`config.mk`:
```
export PLATFORM = sky130hd
export DESIGN_NAME = sun_tracker_ctrl
export DESIGN_NICKNAME = d
export VERILOG_FILES = /design/src/rtl/sun_tracker_ctrl.sv
export SDC_FILE = /design/constraint.sdc
export NUM_CORES = 1
export LEC_CHECK = 0
export CELL_PAD_IN_SITES_DETAIL_PLACEMENT = 0
export CELL_PAD_IN_SITES_GLOBAL_PLACEMENT = 2
export CORE_MARGIN = 4
export CORE_UTILIZATION = 38
export CTS_CLUSTER_DIAMETER = 80
export DETAILED_ROUTE_END_ITERATION = 6
export PLACE_DENSITY = 0.87
export SKIP_LAST_GASP = 1
export SLEW_MARGIN = 20
export SYNTH_ARGS = -nofsm -noshare
export SYNTH_HDL_FRONTEND = slang
export SYNTH_SLANG_ARGS = --single-unit
export TNS_END_PERCENT = 5
```
`constraint.sdc`:
```
create_clock -name clk -period 5.45 [get_ports clk]
set_input_delay 0.8175 -clock clk [delete_from_list [all_inputs] [get_ports clk]]
set_output_delay 0.8175 -clock clk [all_outputs]
set_load 0.02 [all_outputs]
```
`src/rtl/sun_tracker_ctrl.sv`:
```
`timescale 1ns / 1ps
`default_nettype none
// ============================================================================
//  Module   : sun_tracker_ctrl
//  Purpose  : Two-axis sun-tracker sequencer. Latches one four-quadrant LDR
//             sample, compares opposing sensor sums and drives the azimuth
//             and elevation servo_driver BTN inputs one axis at a time:
//             EVAL_AZ -> MOVE_AZ -> SETTLE_AZ -> EVAL_EL -> MOVE_EL ->
//             SETTLE_EL -> WAIT.
//  Optional : SUN_TRACKER_MANUAL_EN adds a manual jog mode (man_* inputs).
//  Ports    :
//    clk, rst_n           clock / asynchronous active-low reset
//    enable               tracking enable (low forces WAIT on next edge)
//    sample_valid         one-cycle strobe qualifying ldr_* (WAIT only)
//    ldr_tl/tr/bl/br      12-bit light-sensor readings
//    az_lim_cw/ccw        azimuth end-stops, active-high
//    el_lim_cw/ccw        elevation end-stops, active-high
//    az_cw/az_ccw         azimuth servo_driver BTN_0/BTN_1
//    el_cw/el_ccw         elevation servo_driver BTN_0/BTN_1
//    busy                 high whenever state != WAIT
//    cycle_done           one-cycle pulse at end of a tracking cycle
//    state                current state code (WAIT=0 .. SETTLE_EL=6)
//    man_mode, man_*      (SUN_TRACKER_MANUAL_EN only) manual jog inputs
//  Revision : 1.0  initial release
// ============================================================================
module sun_tracker_ctrl #(
    parameter int unsigned THRESH       = 64,
    parameter int unsigned MOVE_TICKS   = 50000000,
    parameter int unsigned SETTLE_TICKS = 20000000,
    parameter int unsigned CNT_W        = 32
) (
    input  logic        clk,
    input  logic        rst_n,
    input  logic        enable,
    input  logic        sample_valid,
    input  logic [11:0] ldr_tl,
    input  logic [11:0] ldr_tr,
    input  logic [11:0] ldr_bl,
    input  logic [11:0] ldr_br,
    input  logic        az_lim_cw,
    input  logic        az_lim_ccw,
    input  logic        el_lim_cw,
    input  logic        el_lim_ccw,
`ifdef SUN_TRACKER_MANUAL_EN
    input  logic        man_mode,
    input  logic        man_az_cw,
    input  logic        man_az_ccw,
    input  logic        man_el_cw,
    input  logic        man_el_ccw,
`endif
    output logic        az_cw,
    output logic        az_ccw,
    output logic        el_cw,
    output logic        el_ccw,
    output logic        busy,
    output logic        cycle_done,
    output logic [2:0]  state
);

    typedef enum logic [2:0] {
        ST_WAIT      = 3'd0,
        ST_EVAL_AZ   = 3'd1,
        ST_MOVE_AZ   = 3'd2,
        ST_SETTLE_AZ = 3'd3,
        ST_EVAL_EL   = 3'd4,
        ST_MOVE_EL   = 3'd5,
        ST_SETTLE_EL = 3'd6
    } state_t;

    localparam logic [13:0]      c_thresh      = 14'(THRESH);
    localparam logic [CNT_W-1:0] c_move_last   = CNT_W'(MOVE_TICKS - 1);
    localparam logic [CNT_W-1:0] c_settle_last = CNT_W'(SETTLE_TICKS - 1);

    state_t             r_state;
    state_t             w_state_nxt;
    logic [CNT_W-1:0]   r_cnt;
    logic [11:0]        r_tl, r_tr, r_bl, r_br;
    logic               r_dir;          // 0 = CW, 1 = CCW for the axis in motion
    logic               w_dir_nxt;
    logic               w_latch;
    logic               w_done_nxt;
    logic               r_az_cw, r_az_ccw, r_el_cw, r_el_ccw;
    logic               w_az_cw_nxt, w_az_ccw_nxt, w_el_cw_nxt, w_el_ccw_nxt;
    logic               r_busy, r_done;

    // Opposing sums are 13 bits; the extra MSB on the compare side leaves
    // room for adding the deadband without wrap-around.
    logic [12:0] w_sum_l, w_sum_r, w_sum_t, w_sum_b;
    logic [13:0] w_l, w_r, w_t, w_b;
    logic        w_az_go_cw, w_az_go_ccw, w_el_go_cw, w_el_go_ccw;
    logic        w_az_lim_sel, w_el_lim_sel;

    assign w_sum_l = {1'b0, r_tl} + {1'b0, r_bl};
    assign w_sum_r = {1'b0, r_tr} + {1'b0, r_br};
    assign w_sum_t = {1'b0, r_tl} + {1'b0, r_tr};
    assign w_sum_b = {1'b0, r_bl} + {1'b0, r_br};
    assign w_l     = {1'b0, w_sum_l};
    assign w_r     = {1'b0, w_sum_r};
    assign w_t     = {1'b0, w_sum_t};
    assign w_b     = {1'b0, w_sum_b};

    assign w_az_go_cw  = w_r > (w_l + c_thresh);
    assign w_az_go_ccw = w_l > (w_r + c_thresh);
    assign w_el_go_cw  = w_t > (w_b + c_thresh);
    assign w_el_go_ccw = w_b > (w_t + c_thresh);

    // End-stop belonging to the direction currently being driven.
    assign w_az_lim_sel = r_dir ? az_lim_ccw : az_lim_cw;
    assign w_el_lim_sel = r_dir ? el_lim_ccw : el_lim_cw;

    // ------------------------------------------------------------------
    // Next-state and next-output logic
    // ------------------------------------------------------------------
    always_comb begin
        w_state_nxt = r_state;
        w_dir_nxt   = r_dir;
        w_latch     = 1'b0;
        w_done_nxt  = 1'b0;

        if (!enable) begin
            w_state_nxt = ST_WAIT;
        end else begin
            case (r_state)
                ST_WAIT: begin
                    if (sample_valid) begin
                        w_latch     = 1'b1;
                        w_state_nxt = ST_EVAL_AZ;
                    end
                end
                ST_EVAL_AZ: begin
                    if (w_az_go_cw && !az_lim_cw) begin
                        w_dir_nxt   = 1'b0;
                        w_state_nxt = ST_MOVE_AZ;
                    end else if (w_az_go_ccw && !az_lim_ccw) begin
                        w_dir_nxt   = 1'b1;
                        w_state_nxt = ST_MOVE_AZ;
                    end else begin
                        w_state_nxt = ST_EVAL_EL;
                    end
                end
                ST_MOVE_AZ: begin
                    if (w_az_lim_sel || (r_cnt == c_move_last))
                        w_state_nxt = ST_SETTLE_AZ;
                end
                ST_SETTLE_AZ: begin
                    if (r_cnt == c_settle_last)
                        w_state_nxt = ST_EVAL_EL;
                end
                ST_EVAL_EL: begin
                    if (w_el_go_cw && !el_lim_cw) begin
                        w_dir_nxt   = 1'b0;
                        w_state_nxt = ST_MOVE_EL;
                    end else if (w_el_go_ccw && !el_lim_ccw) begin
                        w_dir_nxt   = 1'b1;
                        w_state_nxt = ST_MOVE_EL;
                    end else begin
                        w_state_nxt = ST_WAIT;
                        w_done_nxt  = 1'b1;
                    end
                end
                ST_MOVE_EL: begin
                    if (w_el_lim_sel || (r_cnt == c_move_last))
                        w_state_nxt = ST_SETTLE_EL;
                end
                ST_SETTLE_EL: begin
                    if (r_cnt == c_settle_last) begin
                        w_state_nxt = ST_WAIT;
                        w_done_nxt  = 1'b1;
                    end
                end
                default: w_state_nxt = ST_WAIT;
            endcase
        end

`ifdef SUN_TRACKER_MANUAL_EN
        // Manual mode parks the sequencer in WAIT with no sample capture.
        if (man_mode) begin
            w_state_nxt = ST_WAIT;
            w_dir_nxt   = r_dir;
            w_latch     = 1'b0;
            w_done_nxt  = 1'b0;
        end
`endif

        // Motion outputs are decoded from the state being entered so they
        // rise together with MOVE_* and fall together with its exit.
        w_az_cw_nxt  = (w_state_nxt == ST_MOVE_AZ) && !w_dir_nxt;
        w_az_ccw_nxt = (w_state_nxt == ST_MOVE_AZ) &&  w_dir_nxt;
        w_el_cw_nxt  = (w_state_nxt == ST_MOVE_EL) && !w_dir_nxt;
        w_el_ccw_nxt = (w_state_nxt == ST_MOVE_EL) &&  w_dir_nxt;

`ifdef SUN_TRACKER_MANUAL_EN
        if (man_mode) begin
            w_az_cw_nxt  = man_az_cw  && !man_az_ccw && !az_lim_cw;
            w_az_ccw_nxt = man_az_ccw && !man_az_cw  && !az_lim_ccw;
            // Azimuth wins: elevation is blocked while either AZ line is set.
            w_el_cw_nxt  = man_el_cw  && !man_el_ccw && !el_lim_cw
                           && !(w_az_cw_nxt || w_az_ccw_nxt);
            w_el_ccw_nxt = man_el_ccw && !man_el_cw  && !el_lim_ccw
                           && !(w_az_cw_nxt || w_az_ccw_nxt);
        end
`endif
    end

    // ------------------------------------------------------------------
    // State, counter, sample and output registers
    // ------------------------------------------------------------------
    always_ff @(posedge clk or negedge rst_n) begin
        if (!rst_n) begin
            r_state  <= ST_WAIT;
            r_cnt    <= '0;
            r_dir    <= 1'b0;
            r_tl     <= '0;
            r_tr     <= '0;
            r_bl     <= '0;
            r_br     <= '0;
            r_az_cw  <= 1'b0;
            r_az_ccw <= 1'b0;
            r_el_cw  <= 1'b0;
            r_el_ccw <= 1'b0;
            r_busy   <= 1'b0;
            r_done   <= 1'b0;
        end else begin
            r_state <= w_state_nxt;
            r_dir   <= w_dir_nxt;

            // Shared tick counter restarts on every state change, so each
            // MOVE/SETTLE phase sees it begin at zero.
            if (w_state_nxt != r_state)
                r_cnt <= '0;
            else if ((r_state == ST_MOVE_AZ) || (r_state == ST_SETTLE_AZ) ||
                     (r_state == ST_MOVE_EL) || (r_state == ST_SETTLE_EL))
                r_cnt <= r_cnt + 1'b1;

            if (w_latch) begin
                r_tl <= ldr_tl;
                r_tr <= ldr_tr;
                r_bl <= ldr_bl;
                r_br <= ldr_br;
            end

            r_az_cw  <= w_az_cw_nxt;
            r_az_ccw <= w_az_ccw_nxt;
            r_el_cw  <= w_el_cw_nxt;
            r_el_ccw <= w_el_ccw_nxt;
            r_busy   <= (w_state_nxt != ST_WAIT);
            r_done   <= w_done_nxt;
        end
    end

    assign az_cw      = r_az_cw;
    assign az_ccw     = r_az_ccw;
    assign el_cw      = r_el_cw;
    assign el_ccw     = r_el_ccw;
    assign busy       = r_busy;
    assign cycle_done = r_done;
    assign state      = r_state;

endmodule
`default_nettype wire

```
==> results.cfg <==
[clocking]
path_clk_slew_ns = 0.07
cts_setup_buffers = 0
cts_buffer_depth = 2
cts_tree = yes
htree_levels = 3
cts-root-buf = clkbuf_16
post_cts_resized = 0
cts_buffers = 9
clk_latency_ns = 0.37
holdBufCountCts = 0
clock_sinks = 90

[synthesis]
avgSynthCellArea_um2 = 9.10
yosysSeqAreaShare = 0.268
yosys.area.top_type = dfrtp_1
synth.ff_latch_count = 90
synth.net_count = 1087
netlist.area_leader.share = 0.268
synthTopCellsByCount = ha_1, dfrtp_1, inv_1
yosysMostFrequentCell = ha_1
syn_inst = 924
synth_edf_count = 0
synth-main-ff-cell = dfrtp_1
yosys_warnings = 0
ys_types = 82
synth_area_um2 = 8400
synth_area_leaders = dfrtp_1, ha_1, mux2_2, xnor2_1, xor2_1
ys_async_sr_fraction = 1.00

[routing]
vias = 7019
post_drt_via_cell_ratio = 5.56
route.detailed.drc = 0
wire_per_inst_um = 18.1
m1WireLength_mm = 11.8
postRouteAntennaNets = 0
wirelength_mm = 22.9
wl_met3_um = 933
first_pass_iters = 5
highest_layer = met4
drtIter0Drc = 469
wl_met2_mm = 9.83

[timing]
drv_slew = 0
fin_crit_ns = 4.99
worst_clock_skew_ns = 0.0149
relSlewSlack = 0.345
grt_setup_unrepaired = false
fin_setup_tns_ns = 0
fmax_mhz = 201
max_slew.worst_pin.slew_ns = 0.974
worst_slack_ns = 0.463
hold_violations = 0
finalCritPeriodShare = 0.915
setup_viol = 0

[die]
fp.dieW_um = 157
start_util = 0.386
rows = 54
die_y_um = 157
pin_count = 65
dieArea_um2 = 24600
core-area_um2 = 21800

[worst_setup_path]
path_cells = ha_1 -> and2_1 -> a221oi_2 -> nand2_1 -> o311a_1 -> ha_1 -> and3_1 -> nand3_1 -> xor2_1 -> ha_1 -> nor2b_1 -> a2111oi_0 -> o21ai_0 -> o21a_1 -> o22ai_1 -> a31oi_1 -> a211oi_2 -> nor3b_1
critPathMaxFanout = 6
r2r_start = r_tl[3]
worstPathRequired_ns = 5.72
crit_type = flip-flop to flip-flop
r2r_slack_ns = 0.46
cp_slowest_cell = a221oi_2
crit_top_cell = ha_1
cp-start-kind = flip-flop
crit_arrival_ns = 5.26
cp-end-kind = flip-flop
critPathMaxStageDelay_ns = 0.52
cp_top_family = compound AO/OA/AOI/OAI gates
rr_worst_depth = 18
critPathBufInv = 0
reg2reg_to = el_ccw

[finish]
stdcell_area_um2 = 9610
finalNonFillerCells = 1262
multiInputGateArea_um2 = 5770
ff_latch_area_um2 = 2250
nets = 1140
fillCellCount = 2137
synthToLayoutAreaGrowth_pct = 14.3
diodes = 0
layout-drive-gt1-share = 0.0978

[place]
hpwl_mm = 18.2
gp_congestion = 0.860
postPlaceCellArea_um2 = 9290
preCtsSetupSlack_ns = 0.449
dp_cells = 1246
portBuffers = 64

[worst_hold_path]
min_path_type = input pin to asynchronous set/reset pin

[grt]
antenna_found_initial = 0
grt_pass1_vias = 6678
grt_max_degree = 49
grt_pass1_wl_mm = 37.0
grtUsageTotal = 0.191
gr-total-overflow = 0

[run]
max-cap-violations = 0

[status]
outcome = finished, final reports clean
layer usage:
metal / global-route usage / up-vias
met4: 0.0438 / 0
li1: - / 3508
met2: 0.281 / 149
met1: 0.293 / 3344
met5: 0 / -
met3: 0.0274 / 18
layout make-up:
class	count	area share
Clock inverter	6	0.00742
Multi-Input combinational cell	746	0.600
Sequential cell	90	0.234
Timing Repair Buffer	69	0.0729
Tap cell	280	0.0365
Inverter	61	0.0238
Clock buffer	10	0.0249
worst max-delay path by stage:
| stage | slack [ns] | from | endpoint | cells past startpoint |
|---|---|---|---|---|
| floorplan | 1.09 | r_tl[0] | el_ccw | 21 |
| global placement | 0.52 | r_tl[1] | el_ccw | 20 |
| detailed placement | 0.45 | r_tl[1] | el_ccw | 20 |
| CTS | 0.43 | r_tl[1] | busy | 20 |
| global route | 0.03 | r_tl[3] | el_ccw | 18 |
| finish | 0.46 | r_tl[3] | el_ccw | 18 |
cell families after synthesis:
family | synth area share
AOI/OAI and AO/OA | 0.173
xor gates and xnor gates | 0.0844
adders and majority gates | 0.163
buffers and inverters | 0.0472
DFF | 0.268
muxes | 0.0716
and+or+nand+nor | 0.193
flip-flops by register name, indices dropped and copies added (netlist names), 3 cells and up:
name / count
r_tl: 12
r_tr: 12
state: 3
r_br: 12
r_bl: 12
r_cnt: 32
through the flow:
step           utilization  hold slack [ns]
2_1_floorplan            -            0.510
3_3_place_gp         0.427            0.520
3_5_place_dp         0.427            0.536
4_1_cts              0.441            0.461
5_1_grt              0.442            0.499
6_report             0.442            0.447
layout by cell type, fill, tap and decap left out, types with 5 or more instances in the layout:
master	n
nor2b_1	16
o211ai_1	8
and4_1	6
ha_1	103
a221oi_1	5
a21oi_1	50
nand3_1	33
and3_1	9
o211a_1	6
o21ai_0	22
inv_1	60
xor2_1	35
a31oi_1	8
a211oi_1	5
a21oi_2	5
mux2_2	49
xnor2_1	46
and2_1	11
o21a_1	6
o31ai_1	5
nand4_1	23
mux2i_1	5
nand2b_1	17
clkbuf_16	9
dfrtp_1	90
nand4b_1	6
nor2_1	47
nor4b_1	5
nor3b_1	5
clkdlybuf4s50_1	63
nand2_1	49
nor3_1	51
a21o_1	38
Power is left out: the tool's default activity adds up to more than one toggle a clock period on the data nets, which glitch-free logic cannot reach.
